### src/rtl/operand_entry_pkg.sv
// Shared types and constants for the keypad operand-entry / arithmetic unit.
//   state_t : entry FSM state, also driven out on estado for observation
//   op_t    : arithmetic operation selected by op_sel at execute time
//   KEY_MAX : largest key code that is a decimal digit
package operand_entry_pkg;

  typedef enum logic [1:0] {
    S_OP1 = 2'd0,  // entering first operand
    S_OP2 = 2'd1,  // entering second operand, first one stored
    S_RES = 2'd2   // result on display
  } state_t;

  typedef enum logic {
    OP_ADD = 1'b0,
    OP_SUB = 1'b1
  } op_t;

  localparam logic [3:0] KEY_MAX = 4'd9;

endpackage

### src/rtl/digit_accumulator.sv
// Decimal operand builder: shifts one decimal digit per accepted key into a
// binary value (numero = numero*10 + key) and counts digits entered.
// Ports:
//   clk, rst   : clock, synchronous active-high reset
//   clr        : discard the current operand; when raised together with
//                digit_en the new digit becomes the first digit of a fresh operand
//   digit_en   : one-cycle digit-enter request
//   entrada    : key code (0..9 digit, 10..15 invalid)
//   numero     : operand value in binary
//   full       : DIGITS digits already entered
//   err        : one-cycle pulse when a digit request is rejected
module digit_accumulator
  import operand_entry_pkg::*;
#(
  parameter int DIGITS = 3,
  parameter int NW     = $clog2(10**DIGITS)
) (
  input  logic          clk,
  input  logic          rst,
  input  logic          clr,
  input  logic          digit_en,
  input  logic [3:0]    entrada,
  output logic [NW-1:0] numero,
  output logic          full,
  output logic          err
);

  localparam int CW = $clog2(DIGITS + 1);
  localparam logic [CW-1:0] CNT_MAX = CW'(DIGITS);

  logic [CW-1:0] cnt;
  logic [CW-1:0] base_cnt;
  logic [NW-1:0] base;
  logic [NW+3:0] base_ext;
  logic [NW+3:0] scaled;
  logic          accept;

  // The value the new digit is appended to: zero when clearing, so a clear
  // and a digit on the same edge start a new one-digit operand.
  always_comb begin
    base     = clr ? '0 : numero;
    base_cnt = clr ? '0 : cnt;
    base_ext = {4'b0000, base};
    // x*10 as (x<<3)+(x<<1); the digit-count limit keeps the result below 10**DIGITS
    scaled   = (base_ext << 3) + (base_ext << 1) + {{NW{1'b0}}, entrada};
    accept   = digit_en && (entrada <= KEY_MAX) && (base_cnt < CNT_MAX);
  end

  assign full = (cnt == CNT_MAX);

  always_ff @(posedge clk) begin
    if (rst) begin
      numero <= '0;
      cnt    <= '0;
      err    <= 1'b0;
    end else begin
      err <= digit_en && !accept;
      if (accept) begin
        numero <= scaled[NW-1:0];
        cnt    <= base_cnt + CW'(1);
      end else begin
        numero <= base;
        cnt    <= base_cnt;
      end
    end
  end

endmodule

### src/rtl/operand_entry_adder.sv
// Keypad operand-entry and arithmetic unit. Two decimal operands are typed in
// digit by digit; the first guardar stores operand A, the second computes
// A+B or |A-B| (with sign flag) and shows the result until the next execute.
// Ports:
//   clk, rst    : clock, synchronous active-high reset
//   push        : digit-enter request (level, acted on at its rising edge)
//   guardar     : store / execute request (level, rising edge)
//   finalizar   : abort / clear request (level, rising edge)
//   entrada     : key code, 0..9 digit
//   op_sel      : 0 add, 1 subtract, sampled on the execute edge
//   numero      : operand being entered
//   numero_sv   : stored first operand
//   resultado   : |A op B|
//   neg         : A-B was negative
//   res_valid   : one-cycle pulse alongside a new resultado/neg
//   err         : one-cycle pulse on a rejected digit
//   estado      : current FSM state
// Request handshake: push/guardar/finalizar are levels; each rise acts exactly
// once at the clock edge where it is first seen, priority finalizar > guardar
// > push, and lower-priority rises on that edge are dropped.
module operand_entry_adder
  import operand_entry_pkg::*;
#(
  parameter int DIGITS = 3,
  parameter int NW     = $clog2(10**DIGITS),
  parameter int RW     = NW + 1
) (
  input  logic          clk,
  input  logic          rst,
  input  logic          push,
  input  logic          guardar,
  input  logic          finalizar,
  input  logic [3:0]    entrada,
  input  logic          op_sel,
  output logic [NW-1:0] numero,
  output logic [NW-1:0] numero_sv,
  output logic [RW-1:0] resultado,
  output logic          neg,
  output logic          res_valid,
  output logic          err,
  output logic [1:0]    estado
);

  state_t state;
  op_t    op;

  logic push_q, guardar_q, finalizar_q;
  logic fin_act, gua_act, push_act;
  logic acc_clr;

  logic [RW-1:0] a_ext, b_ext, sum, diff;
  logic          a_lt_b;

  // Edge-detect copies. They follow the inputs even while rst is high, so a
  // request that is still held when reset releases is not seen as a new rise.
  always_ff @(posedge clk) begin
    push_q      <= push;
    guardar_q   <= guardar;
    finalizar_q <= finalizar;
  end

  always_comb begin
    fin_act  = finalizar && !finalizar_q;
    gua_act  = guardar && !guardar_q && !fin_act;
    push_act = push && !push_q && !fin_act && !(guardar && !guardar_q);
    // Operand is cleared on abort, when A is stored, and when a new digit
    // starts a fresh calculation after a result.
    acc_clr  = fin_act
             || (gua_act && state == S_OP1)
             || (push_act && state == S_RES);
  end

  digit_accumulator #(
    .DIGITS (DIGITS),
    .NW     (NW)
  ) u_acc (
    .clk      (clk),
    .rst      (rst),
    .clr      (acc_clr),
    .digit_en (push_act),
    .entrada  (entrada),
    .numero   (numero),
    .full     (),
    .err      (err)
  );

  assign op = op_t'(op_sel);

  // ALU: A is the stored operand, B the one on entry.
  always_comb begin
    a_ext  = {1'b0, numero_sv};
    b_ext  = {1'b0, numero};
    a_lt_b = (numero_sv < numero);
    sum    = a_ext + b_ext;
    diff   = a_lt_b ? (b_ext - a_ext) : (a_ext - b_ext);
  end

  always_ff @(posedge clk) begin
    if (rst) begin
      state     <= S_OP1;
      numero_sv <= '0;
      resultado <= '0;
      neg       <= 1'b0;
      res_valid <= 1'b0;
    end else begin
      res_valid <= 1'b0;
      if (fin_act) begin
        // Result is kept on display; only the entry side is cleared.
        state     <= S_OP1;
        numero_sv <= '0;
      end else if (gua_act) begin
        unique case (state)
          S_OP1: begin
            numero_sv <= numero;
            state     <= S_OP2;
          end
          S_OP2: begin
            if (op == OP_SUB) begin
              resultado <= diff;
              neg       <= a_lt_b;
            end else begin
              resultado <= sum;
              neg       <= 1'b0;
            end
            res_valid <= 1'b1;
            state     <= S_RES;
          end
          default: ;  // guardar while showing a result is ignored
        endcase
      end else if (push_act && state == S_RES) begin
        numero_sv <= '0;
        state     <= S_OP1;
      end
    end
  end

  assign estado = state;

endmodule
### config.mk
export PLATFORM = sky130hd
export DESIGN_NAME = operand_entry_adder
export DESIGN_NICKNAME = d
export VERILOG_FILES = /design/src/rtl/operand_entry_pkg.sv /design/src/rtl/digit_accumulator.sv /design/src/rtl/operand_entry_adder.sv
export SDC_FILE = /design/constraint.sdc
export NUM_CORES = 1
export LEC_CHECK = 0
export ABC_AREA = 1
export CORE_ASPECT_RATIO = 0.75
export CORE_UTILIZATION = 60
export DETAILED_ROUTE_END_ITERATION = 7
export PLACE_DENSITY = 0.86
export SYNTH_ARGS = -nofsm -noshare
export SYNTH_HDL_FRONTEND = slang
export SYNTH_SLANG_ARGS = --single-unit
### constraint.sdc
create_clock -name clk -period 6.1 [get_ports clk]
set_input_delay 1.22 -clock clk [delete_from_list [all_inputs] [get_ports clk]]
set_output_delay 1.22 -clock clk [all_outputs]
set_load 0.03 [all_outputs]
==> results of run 1 <==
kinds of logic after synthesis:
kind of cell / count (synthesis) / synth area share, %
simple gates: 249 / 28.0
flops: 41 / 21.8
buf+inv: 112 / 12.3
compound gates: 103 / 16.0
xor+xnor: 18 / 4.19
fa+ha+maj: 50 / 17.6
stage by stage:
| step | worst slack (ns) | hold WS (ns) | cell area [µm²] |
|---|---|---|---|
| after floorplan | 2.31 | 0.444 | 3760 |
| after global placement | 1.54 | 0.469 | 4190 |
| after detailed placement | 1.36 | 0.469 | 4190 |
| after CTS | 1.67 | 0.484 | 4290 |
| after global routing | 1.33 | 0.515 | 4290 |
| final | 1.62 | 0.484 | 4290 |
where the power goes:
group	switching (W)	internal (W)	total, W
combinational	0.000187	0.0000992	0.000286
clock	0.000120	0.0000866	0.000207
sequential	0.00000928	0.000276	0.000286
synthesized netlist by cell type (5+ instances only):
library cell	number	area share, %
nand4_1	8	1.3
nand3_1	35	4.7
a21oi_1	50	6.7
clkbuf_1	7	0.70
ha_1	45	15
nand2_1	147	15
o21a_1	9	1.8
xor2_1	15	3.5
nor2_1	44	4.4
dfxtp_1	41	22
inv_2	9	0.90
o21ai_0	23	3.1
a211oi_1	10	2.0
inv_1	82	8.2
fa_1	5	2.7
layer usage:
layer / global-route usage (%) / part of all wire (%) / vias up
li1: - / - / 1885
met1: 49.0 / 49 / 1743
met2: 51.4 / 42 / 168
met3: 4.95 / 8.0 / 13
met4: 6.50 / 1.0 / 0
met5: 0 / 0 / -
tightest hold or removal path, stage by stage, from the launching register on:
cell     delay, ns
dfxtp_1       0.31
nand2_1       0.08
a21oi_1       0.06
how the worst max path moves through the flow:
stage,from,end,slack (ns),cells past startpoint
final,finalizar,u_acc.numero[8],1.62,18
after global routing,guardar,u_acc.numero[8],1.33,19
after CTS,finalizar,u_acc.numero[8],1.67,18
after detailed placement,finalizar,u_acc.numero[8],1.36,18
after global placement,finalizar,u_acc.numero[8],1.54,18
after floorplan,finalizar,u_acc.numero[8],2.31,17
flip-flops by register name (all words and copies together), names as in the netlist:
name          cells
push_q            1
neg               1
u_acc.cnt         2
estado            2
u_acc.err         1
numero_sv        10
finalizar_q       1
res_valid         1
resultado        11
guardar_q         1
u_acc.numero     10
area by class of cell:
cell class	count	area share [%]
sequential	41	19.1
multi-input combinational	420	57.7
timing repair buffer	45	10.5
inverter	93	8.13
clock inverter	3	0.671
clock buffer	5	1.60
tap	78	2.27
==> impl_metrics.tcl, run 1 <==
set metrics [dict create \
    outcome "complete, no violations" \
    drv_cap 0 \
    insertedDiodeCount 0 \
    ant_nets 0 \
    die_w_um 93.4 \
    viasPerCell 5.56 \
    yosysSeqAreaShare_pct 21.8 \
    wl_per_cell_um 14.8 \
    cts_resized 0 \
    finalNonFillerCells 685 \
    setup_viol 0 \
    grt_overflow 0 \
    globalplace.congestion 0.943 \
    grt_pass1_wl_mm 17.2 \
    cp.arrival_ns 4.73 \
    synth_ff_type "dfxtp_1" \
    finalSetupTns_ns 0 \
    dp.cells 677 \
    power_leakage_nw 2.18 \
    relSlewSlack_pct 54.8 \
    rrSetupSlack_ns 2.62 \
    port_buffers 45 \
    clk-insertion-delay-late_ns 0.31 \
    hold_depth 2 \
    rsz0062_at_grt "no" \
    finalCritPeriodShare_pct 73.4 \
    clk_pin_slew_ns 0.10 \
    startpoint_type "input pin" \
    max_slew.worst_pin.slew_ns 0.677 \
    timing.rr.end "u_acc.numero[8]" \
    grt_pass1_vias 3564 \
    total_power_w 0.000778 \
    final_cell_mix "nand2_1, inv_1, a21oi_1, ha_1, clkdlybuf4s50_1" \
    synth_area_um2 3760 \
    postCtsHoldBufs 0 \
    hold_path_end "u_acc.cnt[1]" \
    area_growth_syn_to_layout_pct 14.1 \
    antenna_found_initial 0 \
    cp_common_cell "nand2_1" \
    drive_above_1_share_pct 5.27 \
    clock_sinks 41 \
    cp_max_fo 12 \
    cts_tree "done" \
    io_pins 46 \
    nNetsFinal 666 \
    regArea_um2 821 \
    die-area_um2 6590 \
    synthesis.nets 633 \
    min_period_ns 4.48 \
    synth_cells 573 \
    yosysUniqueCellTypes 35 \
    slowest_stage "fa_1" \
    place_hpwl_mm 7.91 \
    required_ns 6.35 \
    die_y_um 70.6 \
    clk_path_buf_depth 2 \
    routed_wl_mm 10.1 \
    grt_max_degree 23 \
    ys_async_sr_fraction_pct 0 \
    yosys_warnings 0 \
    critical-path-max-stage-delay_ns 0.51 \
    reg2regPathDepth 19 \
    peakVddDrop_v 0.000128 \
    utilization_pct 72.5 \
    root_buffer "clkbuf_8" \
    critPathTopFamily "adder cells" \
    firstDrtPassIters 7 \
    multi_input_area_um2 2480 \
    ys_seq_elements 41 \
    cts_buffers 5 \
    core_area_um2 5920 \
    num_rows 24 \
    final_common_cell "nand2_1" \
    h-tree-depth 2 \
    start_util_pct 63.6 \
    hold_violations 0 \
    synth_edf_count 0 \
    post_cts_buffers 0 \
    timing.fmax_ghz 0.223 \
    power_density_nw_per_um2 181 \
    cp_num_buf_inv 4 \
    nFillCells 512 \
    path_class "input pin to flop" \
    path_cells "clkdlybuf4s50_1 -> nand2_1 -> nand2_1 -> inv_1 -> nand2_1 -> nand2_1 -> nor2_2 -> inv_2 -> nor2_1 -> inv_2 -> fa_1 -> fa_1 -> o21ai_0 -> a21oi_1 -> o21bai_1 -> xor2_1 -> nor2_1 -> nor2_1" \
    drc_errors 0 \
    drv_slew 0 \
    worst_hold_path_type "flop to flop" \
    grtUsageTotal_pct 33.1 \
    crit_path_end_kind "flop" \
    drt-initial-drc-count 312 \
    via_count 3809 \
    synth_area_per_cell_um2 6.56 \
    fin_skew_ns 0.00281 \
    reg2reg_from "guardar_q" \
    worstHoldStart "u_acc.cnt[1]" \
]
Power figures use the tool's default switching activity.
==> run 2: changes to the inputs <==
--- a/config.mk
+++ b/config.mk
@@ -7,9 +7,9 @@
 export LEC_CHECK = 0
 export ABC_AREA = 1
 export CORE_ASPECT_RATIO = 0.75
-export CORE_UTILIZATION = 60
+export CORE_UTILIZATION = 57
 export DETAILED_ROUTE_END_ITERATION = 7
-export PLACE_DENSITY = 0.86
+export PLACE_DENSITY = 0.82
 export SYNTH_ARGS = -nofsm -noshare
 export SYNTH_HDL_FRONTEND = slang
 export SYNTH_SLANG_ARGS = --single-unit
==> constraint.sdc (replaced) <==
create_clock -name clk -period 4.55 [get_ports clk]
set_input_delay 0.91 -clock clk [delete_from_list [all_inputs] [get_ports clk]]
set_output_delay 0.91 -clock clk [all_outputs]
set_load 0.03 [all_outputs]
==> impl_metrics.tcl, run 2 (same netlist as run 1, synthesis figures left out) <==
set metrics [dict create \
    hold_violations 0 \
    finalNonFillerCells 690 \
    grt_pass1_vias 3464 \
    power_leakage_nw 2.19 \
    finalSetupTns_ns 0 \
    timing.rr.end "u_acc.numero[8]" \
    start_util_pct 59.2 \
    violations "DRC" \
    io_pins 46 \
    postCtsHoldBufs 0 \
    finalCritPeriodShare_pct 88.7 \
    nNetsFinal 668 \
    final_common_cell "nand2_1" \
    core_area_um2 6350 \
    crit_path_end_kind "flop" \
    die_w_um 95.8 \
    h-tree-depth 2 \
    routed_wl_mm 10.1 \
    post_cts_buffers 0 \
    num_rows 25 \
    grt_pass1_wl_mm 16.6 \
    antenna_found_initial 0 \
    globalplace.congestion 0.948 \
    final_cell_mix "nand2_1, inv_1, a21oi_1, ha_1, clkdlybuf4s50_1" \
    clk-insertion-delay-late_ns 0.32 \
    grtUsageTotal_pct 31.0 \
    drive_above_1_share_pct 5.58 \
    timing.fmax_ghz 0.248 \
    area_growth_syn_to_layout_pct 14.6 \
    drv_slew 0 \
    fin_skew_ns 0.00602 \
    path_class "input pin to flop" \
    grt_max_degree 23 \
    reg2regPathDepth 18 \
    die-area_um2 6930 \
    die_y_um 72.3 \
    port_buffers 45 \
    power_density_nw_per_um2 242 \
    min_period_ns 4.04 \
    cp_max_fo 9 \
    drv_cap 0 \
    setup_viol 0 \
    peakVddDrop_v 0.000183 \
    pre_cts_ws_ns 0.235 \
    via_count 3812 \
    reg2reg_from "finalizar_q" \
    viasPerCell 5.52 \
    reg_top3 "resultado: 11 flops, numero_sv: 10 flops, u_acc.numero: 10 flops" \
    drc_errors 4 \
    max_slew.worst_pin.slew_ns 0.631 \
    clock_sinks 41 \
    required_ns 4.81 \
    root_buffer "clkbuf_8" \
    cts_resized 0 \
    startpoint "finalizar" \
    layout_setup_ws_ns 0.512 \
    utilization_pct 67.9 \
    startpoint_type "input pin" \
    place_hpwl_mm 7.89 \
    grt_overflow 0 \
    crit_path_end "u_acc.numero[8]" \
    clk_path_buf_depth 2 \
    drt-initial-drc-count 381 \
    insertedDiodeCount 0 \
    outcome "complete, but fails checks" \
    cp.arrival_ns 4.30 \
    worst_hold_path_type "flop to flop" \
    wl_per_cell_um 14.6 \
    clk_pin_slew_ns 0.10 \
    relSlewSlack_pct 57.9 \
    cts_buffers 5 \
    ant_nets 0 \
    firstDrtPassIters 8 \
    holdWs_ns 0.493 \
    rsz0062_at_grt "no" \
    cts_tree "done" \
    rrSetupSlack_ns 1.25 \
    largest_reg_flops 11 \
    dp.cells 682 \
    regMostFlops "resultado" \
]
==> run 2: cell count changes in the layout (fill, tap and decap cells not counted) <==
cell | previous run | this run
buf_4 | 0 | 2
==> run 2: layer usage <==
layer	part of all wire [%]	wire length, µm	global-route usage, %	vias up
li1	-	-	-	1903
met1	47	4770	43.0	1734
met2	42	4250	47.1	162
met3	9.6	972	10.1	13
met4	0.95	96	6.47	0
met5	0	0	0	-
==> run 2: worst min path at each step <==
stage,startpoint,to,slack [ns],cells after the start
after floorplan,u_acc.cnt[1],u_acc.cnt[1],0.44,2
after global placement,u_acc.cnt[1],u_acc.cnt[1],0.47,2
after detailed placement,u_acc.cnt[1],u_acc.cnt[1],0.48,2
final,u_acc.cnt[1],u_acc.cnt[1],0.49,2
after CTS,u_acc.cnt[1],u_acc.cnt[1],0.50,2
after global routing,u_acc.cnt[1],u_acc.cnt[1],0.51,2
==> run 2: critical path: stages <==
cell	delay (ns)
clkdlybuf4s50_1	0.47
nand2_1	0.08
nand3_1	0.12
inv_2	0.05
nand2_2	0.09
nand2_1	0.08
nor2_2	0.18
inv_2	0.12
nor2_1	0.18
inv_2	0.07
fa_1	0.50
fa_1	0.47
o21ai_0	0.33
a21oi_1	0.13
o21bai_1	0.17
xor2_1	0.17
nor2_1	0.05
nor2_1	0.10
==> run 2: through the flow <==
stage               cell area (µm²)  power [W]
floorplan                      3760   0.000682
global placement               4210   0.000755
detailed placement             4210   0.000763
CTS                            4310    0.00104
global route                   4310    0.00111
finish                         4310    0.00104
==> run 2: layout make-up <==
class                   count  area, µm²
multi-input cells         420       2480
fillers                   599       2040
flip-flops and latches     41        821
repair buffers             47        465
inverters                  93        349
well taps                  81        101
clock buffers               5       68.8
clock inverters             3       28.8
==> run 2: power by group <==
| group | internal (W) | leakage [nW] | switching [W] |
|---|---|---|---|
| sequential | 0.000370 | 0.333 | 0.0000121 |
| combinational | 0.000134 | 1.81 | 0.000249 |
| clock | 0.000116 | 0.0511 | 0.000161 |
==> run 3: changes to the inputs <==
--- a/config.mk
+++ b/config.mk
@@ -10,6 +10,7 @@
 export CORE_UTILIZATION = 57
 export DETAILED_ROUTE_END_ITERATION = 7
 export PLACE_DENSITY = 0.82
+export SKIP_LAST_GASP = 1
 export SYNTH_ARGS = -nofsm -noshare
 export SYNTH_HDL_FRONTEND = slang
 export SYNTH_SLANG_ARGS = --single-unit
==> results of run 3 <==
Same layout as run 2: the final DEF is identical, and so are final timing and power.
